### config.mk
export PLATFORM = sky130hd
export DESIGN_NAME = fifo_wptr_full
export DESIGN_NICKNAME = d
export VERILOG_FILES = /design/src/rtl/fifo_pkg.sv /design/src/rtl/fifo_sync2.sv /design/src/rtl/fifo_wptr_full.sv
export SDC_FILE = /design/constraint.sdc
export NUM_CORES = 1
export LEC_CHECK = 0
export CAP_MARGIN = 5
export CORE_UTILIZATION = 40
export CTS_BUF_LIST = sky130_fd_sc_hd__clkbuf_4 sky130_fd_sc_hd__clkbuf_8
export CTS_CLUSTER_SIZE = 30
export DETAILED_ROUTE_END_ITERATION = 6
export PLACE_DENSITY = 0.76
export SYNTH_ARGS = -nofsm -noshare
export SYNTH_HDL_FRONTEND = slang
export SYNTH_SLANG_ARGS = --single-unit
### constraint.sdc
create_clock -name w_clk -period 1.6 [get_ports w_clk]
set_input_delay 0.32 -clock w_clk [delete_from_list [all_inputs] [get_ports w_clk]]
set_output_delay 0.32 -clock w_clk [all_outputs]
set_load 0.01 [all_outputs]
### src/rtl/fifo_pkg.sv
// Shared helpers for the dual-clock FIFO: Gray/binary conversion and synchronizer depth.
package fifo_pkg;

    localparam int unsigned FIFO_SYNC_STAGES = 2;
    localparam int unsigned FIFO_GW          = 32;

    typedef logic [FIFO_GW-1:0] fifo_word_t;

    function automatic fifo_word_t fifo_mask(input int unsigned w);
        fifo_word_t m;
        m = (w >= FIFO_GW) ? '1 : ((fifo_word_t'(1) << w) - fifo_word_t'(1));
        return m;
    endfunction

    function automatic fifo_word_t bin2gray(input fifo_word_t b, input int unsigned w);
        fifo_word_t bm;
        bm = b & fifo_mask(w);
        return (bm >> 1) ^ bm;
    endfunction

    // Each binary bit is the XOR of all Gray bits at or above it.
    function automatic fifo_word_t gray2bin(input fifo_word_t g, input int unsigned w);
        fifo_word_t gm;
        fifo_word_t b;
        gm = g & fifo_mask(w);
        b  = gm;
        for (int unsigned i = 1; i < FIFO_GW; i++) begin
            b = b ^ (gm >> i);
        end
        return b;
    endfunction

endpackage

### src/rtl/fifo_sync2.sv
// Vector multi-flop synchronizer (FIFO_SYNC_STAGES deep) with async active-low reset.
module fifo_sync2
    import fifo_pkg::*;
#(
    parameter int unsigned W = 1
) (
    input  logic         i_clk,
    input  logic         i_rst_n,
    input  logic [W-1:0] i_d,
    output logic [W-1:0] o_q
);

    logic [W-1:0] r_stage [FIFO_SYNC_STAGES];

    always_ff @(posedge i_clk or negedge i_rst_n) begin
        if (!i_rst_n) begin
            for (int unsigned i = 0; i < FIFO_SYNC_STAGES; i++) begin
                r_stage[i] <= '0;
            end
        end else begin
            r_stage[0] <= i_d;
            for (int unsigned i = 1; i < FIFO_SYNC_STAGES; i++) begin
                r_stage[i] <= r_stage[i-1];
            end
        end
    end

    assign o_q = r_stage[FIFO_SYNC_STAGES-1];

endmodule

### src/rtl/fifo_wptr_full.sv
// Write-side pointer / full-flag controller of the dual-clock FIFO (w_clk domain).
// Define FIFO_WLEVEL_EN to build the fill-level and almost_full logic.
module fifo_wptr_full
    import fifo_pkg::*;
#(
    parameter int unsigned DEPTH    = 8,
    parameter int unsigned AF_LEVEL = 6
) (
    input  logic                       w_clk,
    input  logic                       w_rst_n,
    input  logic                       wr_rq,
    input  logic [$clog2(DEPTH):0]     rptr_gray,
    input  logic                       ovf_clr,
    output logic [$clog2(DEPTH)-1:0]   waddr,
    output logic [$clog2(DEPTH):0]     wptr_gray,
    output logic                       full,
    output logic                       wr_en,
    output logic [$clog2(DEPTH):0]     wlevel,
    output logic                       almost_full,
    output logic                       overflow
);

    localparam int unsigned AW = $clog2(DEPTH);

    if ((DEPTH != (1 << AW)) || (DEPTH < 4) || (AF_LEVEL < 1) || (AF_LEVEL > DEPTH)) begin : g_bad_cfg
        $error("fifo_wptr_full: invalid DEPTH/AF_LEVEL");
    end

    logic [AW:0] r_wbin;
    logic [AW:0] r_wgray;
    logic [AW:0] r_wlevel;
    logic        r_full;
    logic        r_af;
    logic        r_ovf;

    logic [AW:0] w_rq2_gray;
    logic [AW:0] w_wbin_next;
    logic [AW:0] w_gray_next;
    logic [AW:0] w_full_cmp;
    logic [AW:0] w_wlevel_next;
    logic        w_wr_en;
    logic        w_full_next;
    logic        w_af_next;

    fifo_sync2 #(.W(AW + 1)) u_rsync (
        .i_clk   (w_clk),
        .i_rst_n (w_rst_n),
        .i_d     (rptr_gray),
        .o_q     (w_rq2_gray)
    );

    assign w_wr_en     = wr_rq & ~r_full;
    assign w_wbin_next = r_wbin + (AW + 1)'(w_wr_en);
    assign w_gray_next = (AW + 1)'(bin2gray(fifo_word_t'(w_wbin_next), AW + 1));

    // Full when the next write pointer is exactly one lap ahead of the synced read pointer.
    assign w_full_cmp  = {~w_rq2_gray[AW:AW-1], w_rq2_gray[AW-2:0]};
    assign w_full_next = (w_gray_next == w_full_cmp);

`ifdef FIFO_WLEVEL_EN
    logic [AW:0] w_rbin_sync;
    assign w_rbin_sync   = (AW + 1)'(gray2bin(fifo_word_t'(w_rq2_gray), AW + 1));
    assign w_wlevel_next = w_wbin_next - w_rbin_sync;
    assign w_af_next     = (w_wlevel_next >= (AW + 1)'(AF_LEVEL));
`else
    assign w_wlevel_next = '0;
    assign w_af_next     = w_full_next;
`endif

    always_ff @(posedge w_clk or negedge w_rst_n) begin
        if (!w_rst_n) begin
            r_wbin   <= '0;
            r_wgray  <= '0;
            r_wlevel <= '0;
            r_full   <= 1'b0;
            r_af     <= 1'b0;
            r_ovf    <= 1'b0;
        end else begin
            r_wbin   <= w_wbin_next;
            r_wgray  <= w_gray_next;
            r_wlevel <= w_wlevel_next;
            r_full   <= w_full_next;
            r_af     <= w_af_next;
            if (wr_rq & r_full) begin
                r_ovf <= 1'b1;
            end else if (ovf_clr) begin
                r_ovf <= 1'b0;
            end
        end
    end

    assign waddr       = r_wbin[AW-1:0];
    assign wptr_gray   = r_wgray;
    assign full        = r_full;
    assign wr_en       = w_wr_en;
    assign wlevel      = r_wlevel;
    assign almost_full = r_af;
    assign overflow    = r_ovf;

endmodule

Word-level counts from Yosys, hierarchy flattened
Index checks and enable logic that the tools add are counted.
{"block": "word_totals", "regBits": 18, "output_inout_bits": 15, "elab_cells": 16}
{"block": "classes", "add_sub_neg": 1, "eq_ne": 1, "mux": 2, "n_bitwise": 5, "n_reduce_logical": 1}
{"cell": "$add 4x1->4", "count": 1}
{"cell": "$eq 4x4->1", "count": 1}
{"cell": "$xor 3x4->4", "count": 1}
{"cell": "$and 1x1->1", "count": 2}
{"cell": "$mux 1", "count": 2}
{"cell": "$not 2->2", "count": 1}
{"cell": "$reduce_bool 2->1", "count": 1}
{"cell": "$not 1->1", "count": 1}

Longest topological paths before layout
Gate-level depths: netlist of run 1.
{"block": "depth", "ltp_word": 5, "mapped_depth": 8, "depth_no_buf": 7}

Modules after synthesis
From an unflattened synthesis of run 1, not the netlist that was laid out.
{"block": "unflattened", "cells_unflattened": 58, "hier_area_um2": 733.2}
{"module": "fifo_wptr_full", "n_inst": 1, "cells_per_inst": 46, "area_per_inst_um2": 503.0}
{"module": "fifo_sync2", "n_inst": 1, "cells_per_inst": 12, "area_per_inst_um2": 230.2}

Least setup slack after synthesis of run 1
No wires, ideal clock.
{"block": "synth_timing", "path_kind": "reg2reg", "from": "reg, netlist name almost_full", "to": "reg r_af, in the netlist almost_full", "t_arrival_ps": 1868, "t_required_ps": 1480, "path_slack_ps": -389, "path_stages_with_launch": 8, "path_buffers": 0, "synth_period_minus_slack_ps": 1989, "path_cell_list": "dfrtp_1 nor2b_1 ha_1 ha_1 xor2_1 nand4_1 o311a_2 and4_1"}
{"item": "end signal, assigned", "line": "fifo_wptr_full.sv:83", "text": "r_af <= w_af_next;"}
{"item": "end, declared", "line": "fifo_wptr_full.sv:33", "text": "logic r_af;"}

==> results of run 1 <==
## power groups by stage
stage               combinational (mW)  clock, mW  sequential, mW
floorplan                        0.638          0           0.744
global placement                  1.20          0           0.684
detailed placement                1.23          0           0.697
CTS                               1.34      0.249           0.655
global route                      1.44      0.272           0.667
finish                            1.32      0.230           0.653
## synth_stat cells, drive strengths merged, types with 2 or more instances
library cell  instances  area (um^2)
xor2                  6         60.1
o21ai                 3         15.0
xnor2                 3         26.3
dfrtp                17          425
nor2b                 2         12.5
nor2                  2         7.51
ha                    2         25.0
buf                   6         42.5
inv                   2         7.51
## path summary, 6_finish.rpt
path	startpoint	end	slack, ns	cells after the start
max in group asynchronous	w_rst_n	r_wbin[1]	1.04	2
min	u_rsync.r_stage[6]	u_rsync.o_q[2]	0.35	0
max reg2reg	almost_full	almost_full	-0.09	7
max	almost_full	almost_full	-0.09	7
min in group asynchronous	w_rst_n	overflow	0.36	2
min reg2reg	u_rsync.r_stage[6]	u_rsync.o_q[2]	0.35	0
## worst register-to-register path: stages, from the launching register on
cell	delay, ns
dfrtp_1	0.41
nor2b_4	0.15
ha_4	0.16
ha_4	0.17
xor2_4	0.17
mux2i_1	0.22
o311a_2	0.19
and4_1	0.17
## cell families after synthesis
family	count (synthesis)	synth area share [%]
DFF	17	60.5
and+or+nand+nor	9	7.12
muxes	1	1.42
AOI/OAI and AO/OA	7	7.47
adders and majority gates	2	3.56
xor gates and xnor gates	9	12.3
other	1	0.533
buffers and inverters	8	7.12
## registers in the layout, summed over array words and instances, names as in the netlist
name             flops
r_wbin               4
wptr_gray            3
u_rsync.o_q          4
almost_full          1
u_rsync.r_stage      4
overflow             1
## layer usage
layer,vias to the layer above,track usage (%)
met4,0,5.45
met5,-,0
met2,26,22.1
li1,236,-
met1,227,14.0
met3,0,5.00
## stage by stage
| stage | power (mW) | instances | TNS [ns] |
|---|---|---|---|
| finish | 2.21 | 102 | -0.0887 |
| global route | 2.38 | 102 | -0.184 |
| CTS | 2.24 | 101 | -0.0987 |
| detailed placement | 1.93 | 94 | -2.10 |
| global placement | 1.88 | 94 | -1.84 |
| floorplan | 1.38 | 57 | -0.216 |
## repair_timing
| item | 4_1_cts | 5_1_grt |
|---|---|---|
| gates resized for setup | 9 | 1 |
| setup endpoints to repair | 9 | 1 |
| buffers inserted | 3 | 1 |
| pin swaps | 3 | 0 |
## cells in the final DEF (no fill, tap or decap), drive strengths merged
| master | n |
|---|---|
| conb | 4 |
| a21bo | 1 |
| nand4 | 1 |
| and4 | 1 |
| dlygate4sd2 | 4 |
| and3 | 1 |
| o311a | 1 |
| mux2i | 1 |
| xnor2 | 3 |
| nor2 | 2 |
| nand2 | 1 |
| o21ai | 3 |
| ha | 2 |
| inv | 2 |
| buf | 14 |
| o211ai | 1 |
| dfrtp | 17 |
| nand3 | 1 |
| clkbuf | 4 |
| xor2 | 6 |
| o32ai | 1 |
| nor2b | 2 |
| clkdlybuf4s50 | 13 |
## area by class of cell
type	instances	share of cell area [%]
Multi-Input combinational cell	32	27.8
Clock buffer	4	2.87
Tap cell	16	1.91
Inverter	2	0.718
Timing Repair Buffer	31	25.8
Sequential cell	17	40.9
==> impl_metrics.json, run 1 <==
{
  "nets": 97,
  "syn_to_final_growth_pct": 48.8,
  "cts_buffer_depth": 2,
  "setup_viol": 1,
  "ir_worst_vdd_uv": 1210,
  "cts.sinks": 17,
  "wl_met2_um": 554,
  "p_per_area_mw_per_mm2": 2110,
  "synth_edf_count": 0,
  "drt-total-wl_um": 1080,
  "m1WireLength_um": 429,
  "cts-root-buf": "clkbuf_4",
  "status": "finished, violations left",
  "utilization_pct": 66.3,
  "drc": 3,
  "power_frac_comb_pct": 60.0,
  "grt_pass1_vias": 430,
  "drt_iter0_drc": 9,
  "n_fill_cell": 127,
  "num_vias": 489,
  "max_freq_ghz": 0.592,
  "cts_buffers": 3,
  "hold_slack_ns": 0.355,
  "crit_type": "reg2reg",
  "start_util_pct": 44.6,
  "seqCellArea_um2": 428,
  "min_period_ns": 1.69,
  "rsz0062_at_grt": "true",
  "first_pass_iters": 7,
  "wl_per_cell_um": 10.6,
  "overflow": 0,
  "seq_area_frac_synth_pct": 60.5,
  "ys_async_sr_fraction_pct": 100,
  "crit_arrival_ns": 1.91,
  "cap_violations": 0,
  "syn_inst": 54,
  "clkPwrFrac_pct": 10.4,
  "place_congestion": 0.703,
  "design_area_mm2": 0.00105,
  "path_buf_inv": 0,
  "drive_gt1_share_pct": 31.4,
  "io_pins": 23,
  "fin_skew_ns": 0.000454,
  "p_leak_nw": 0.484,
  "core-area_mm2": 0.00158,
  "p_seq_share_pct": 29.6,
  "netSwitchingPower_mw": 0.735,
  "die-area_mm2": 0.00193,
  "cp_cell_sequence": "nor2b_4 > ha_4 > ha_4 > xor2_4 > mux2i_1 > o311a_2 > and4_1",
  "htree_levels": 1,
  "dr_wl_met3_um": 96,
  "finalWorstSetupSlack_ns": -0.0887,
  "placed_area_um2": 976,
  "cts.hold.buffers_added": 0,
  "path_clk_slew_ns": 0.09,
  "dieWidth_um": 43.9,
  "grt_usage_pct": 12.8,
  "path_max_fanout": 2,
  "grt_max_degree": 18,
  "endpoint_kind": "flop",
  "drv_slew": 0,
  "drtAntennaViolNets": 0,
  "place_hpwl_um": 833,
  "antenna_found_initial": 0,
  "fin_crit_sh_pct": 106,
  "avgSynthCellArea_um2": 13.0,
  "startpoint_type": "flop",
  "finalHoldViolCount": 0,
  "yosysWarnings": 0,
  "required_ns": 1.82,
  "holdCritPathClass": "reg2reg",
  "diodes": 0,
  "cts_tree": "done",
  "top_layer": "met3",
  "port_buffers": 18,
  "grt_pass1_wl_um": 1700,
  "core.rowCount": 14,
  "synth_cell_type_count": 22,
  "ys_dominant_reg_cell": "dfrtp_1",
  "multiInputGateArea_um2": 290,
  "die_h_um": 43.9,
  "critPathMaxStageDelay_ns": 0.41,
  "dp_slack_ns": -0.578,
  "insertion_delay_ns": 0.28,
  "crit_slowest_cell": "dfrtp_1",
  "cpLargestDelayFamily": "flip-flops",
  "ys_ff_latch": 17,
  "synth.cell_area_um2": 703,
  "violations": "DRC, setup timing",
  "swShare_pct": 33.3,
  "worst_path_most_repeated_cell": "ha_4",
  "p_int_mw": 1.47,
  "vias_per_cell": 4.79
}
No activity file was read; power rests on OpenSTA's default activity.
==> inputs of run 2 (changes only) <==
- SLEW_MARGIN: not set -> 20
==> results of run 2 <==
The final DEF is identical to that of run 1; final timing and power are the same.
==> inputs of run 3 (changes only) <==
- PLACE_DENSITY: 0.76 -> 0.7
- SYNTH_HIERARCHICAL: not set -> 1
==> impl_metrics.json, run 3 <==
{
  "overflow": 0,
  "place_hpwl_um": 953,
  "power.total_mw": 2.35,
  "core.rowCount": 15,
  "drtAntennaViolNets": 0,
  "swShare_pct": 33.8,
  "path_max_fanout": 2,
  "start_util_pct": 42.5,
  "endpoint_kind": "flop",
  "seq_area_frac_synth_pct": 58.0,
  "diodes": 0,
  "p_leak_nw": 0.500,
  "core-area_mm2": 0.00173,
  "r2r_end": "almost_full",
  "yosysMostFrequentCell": "dfrtp_1",
  "vias_per_cell": 4.46,
  "port_buffers": 18,
  "max_freq_ghz": 0.593,
  "netSwitchingPower_mw": 0.794,
  "synth_top_area_share_pct": 58.0,
  "startpoint_type": "flop",
  "avgSynthCellArea_um2": 12.6,
  "syn_inst": 58,
  "drv_slew": 0,
  "cts.sinks": 17,
  "cts-root-buf": "clkbuf_4",
  "clkPwrFrac_pct": 10.5,
  "synth.cell_area_um2": 733,
  "critPathLaunch": "almost_full",
  "p_seq_share_pct": 27.1,
  "path_clk_slew_ns": 0.10,
  "die-area_mm2": 0.00201,
  "ys_ff_latch": 17,
  "crit_end": "almost_full",
  "io_pins": 23,
  "cts_tree": "done",
  "p_per_area_mw_per_mm2": 2150,
  "holdCritPathClass": "in2async",
  "hold_slack_ns": 0.337,
  "finalWorstSetupSlack_ns": -0.0859,
  "critPathMaxStageDelay_ns": 0.42,
  "drive_gt1_share_pct": 31.8,
  "dieWidth_um": 44.8,
  "final_cell_mix": "dfrtp_1 (15), buf_4 (14), clkdlybuf4s50_1 (12)",
  "grt_pass1_vias": 489,
  "synth_edf_count": 0,
  "drc": 0,
  "dp_slack_ns": -0.564,
  "status": "finished, violations left",
  "insertion_delay_ns": 0.29,
  "antenna_found_initial": 0,
  "crit_type": "reg2reg",
  "die_h_um": 44.8,
  "grt_pass1_wl_um": 1990,
  "num_vias": 504,
  "wl_per_cell_um": 10.9,
  "fin_crit_sh_pct": 105,
  "synth_area_leader_cell": "dfrtp_1",
  "min_period_ns": 1.69,
  "rrSetupSlack_ns": -0.09,
  "ir_worst_vdd_uv": 940,
  "place_congestion": 0.723,
  "violations": "setup timing",
  "crit-reg2reg-launch": "almost_full",
  "yosysWarnings": 6,
  "drt_iter0_drc": 4,
  "crit_arrival_ns": 1.91,
  "ff2ff_path_depth": 7,
  "synth_cell_type_count": 22,
  "cts_buffers": 3,
  "ys_async_sr_fraction_pct": 100,
  "rsz0062_at_grt": "true",
  "setup_viol": 1,
  "first_pass_iters": 3,
  "cap_violations": 0,
  "fin_skew_ns": 0.00783,
  "cp_num_cells": 7,
  "syn_to_final_growth_pct": 49.1,
  "power_frac_comb_pct": 62.3,
  "nets": 99,
  "ys_dominant_reg_cell": "dfrtp_1",
  "synth_common_cells": "dfrtp_1 (17), buf_4 (9), xor2_1 (5)",
  "finalHoldViolCount": 0,
  "synthTopCellsByArea": "dfrtp_1 (58%), buf_4 (9.2%), xor2_1 (6.0%)",
  "mostFrequentLayoutCell": "dfrtp_1",
  "cp_cell_sequence": "nor2b_4 > ha_4 > ha_4 > xor2_4 > mux2i_1 > o311a_2 > and4_1",
  "grt_usage_pct": 15.1,
  "cpLargestDelayFamily": "flip-flops",
  "required_ns": 1.83,
  "grt_max_degree": 18,
  "p_int_mw": 1.55,
  "htree_levels": 1,
  "crit_slowest_cell": "dfrtp_1",
  "cts_buffer_depth": 2,
  "drt-total-wl_um": 1240,
  "path_buf_inv": 0,
  "worst_path_most_repeated_cell": "ha_4"
}
==> run 3: cell type report <==
type / count / area (um^2)
multi-input cells: 32 / 302
fillers: 142 / 633
flip-flops and latches: 17 / 428
well taps: 25 / 31.3
repair buffers: 33 / 295
inverters: 2 / 7.51
clock buffers: 4 / 30.0
==> run 3: worst reg2reg max path: stages, from the launching register on <==
cell and delay (ns):
dfrtp_1 0.42, nor2b_4 0.14, ha_4 0.15, ha_4 0.18, xor2_4 0.19, mux2i_1 0.20
o311a_2 0.17, and4_1 0.17
==> run 3: how the worst min path moves through the flow <==
stage	from	endpoint	depth (start not counted)
after floorplan	w_rst_n	almost_full	0
after global placement	u_rsync/r_stage[6]	u_rsync/o_q[2]	0
after detailed placement	u_rsync/r_stage[4]	u_rsync/o_q[0]	0
after CTS	w_rst_n	r_wbin[3]	2
after global routing	w_rst_n	wptr_gray[2]	2
final	w_rst_n	wptr_gray[2]	2
==> run 3: metal layers <==
metal / part of all wire (%) / track usage (%) / vias to the layer above
met1: 37 / 13.9 / 246
li1: - / - / 238
met3: 5.3 / 5.60 / 2
met5: 0 / 0 / -
met4: 1.4 / 12.7 / 0
met2: 57 / 26.2 / 18
==> run 3: timing repair <==
item                       in CTS  in global routing
setup endpoints to repair       9                  3
cloned                          0                  0
hold buffers                    0                  0
pin swaps                       5                  1
buffers inserted                2                  2
gates resized for setup        10                  4
==> run 3: power by group through the flow <==
stage | Clock [mW] | Sequential (mW) | Combinational, mW
global placement | 0 | 0.674 | 1.27
global route | 0.278 | 0.652 | 1.58
finish | 0.247 | 0.637 | 1.46
CTS | 0.257 | 0.662 | 1.42
detailed placement | 0 | 0.685 | 1.31
floorplan | 0 | 0.742 | 0.647
==> run 3: kinds of logic after synthesis <==
kind of cell | synth area share (%)
AOI/OAI and AO/OA | 7.17
xor gates and xnor gates | 11.8
adders and majority gates | 3.41
buffers and inverters | 10.9
DFF | 58.0
muxes | 1.37
other | 0.511
and+or+nand+nor | 6.83
==> run 3: metrics by stage <==
step / std cells / util (%) / setup TNS (ns) / cell area [um^2]
floorplan: 61 / - / -0.217 / 787
global placement: 105 / 58.0 / -1.99 / 1000
detailed placement: 105 / 58.0 / -2.28 / 1000
CTS: 111 / 62.1 / -0.222 / 1070
global route: 113 / 63.3 / -0.166 / 1090
finish: 113 / 63.3 / -0.0859 / 1090
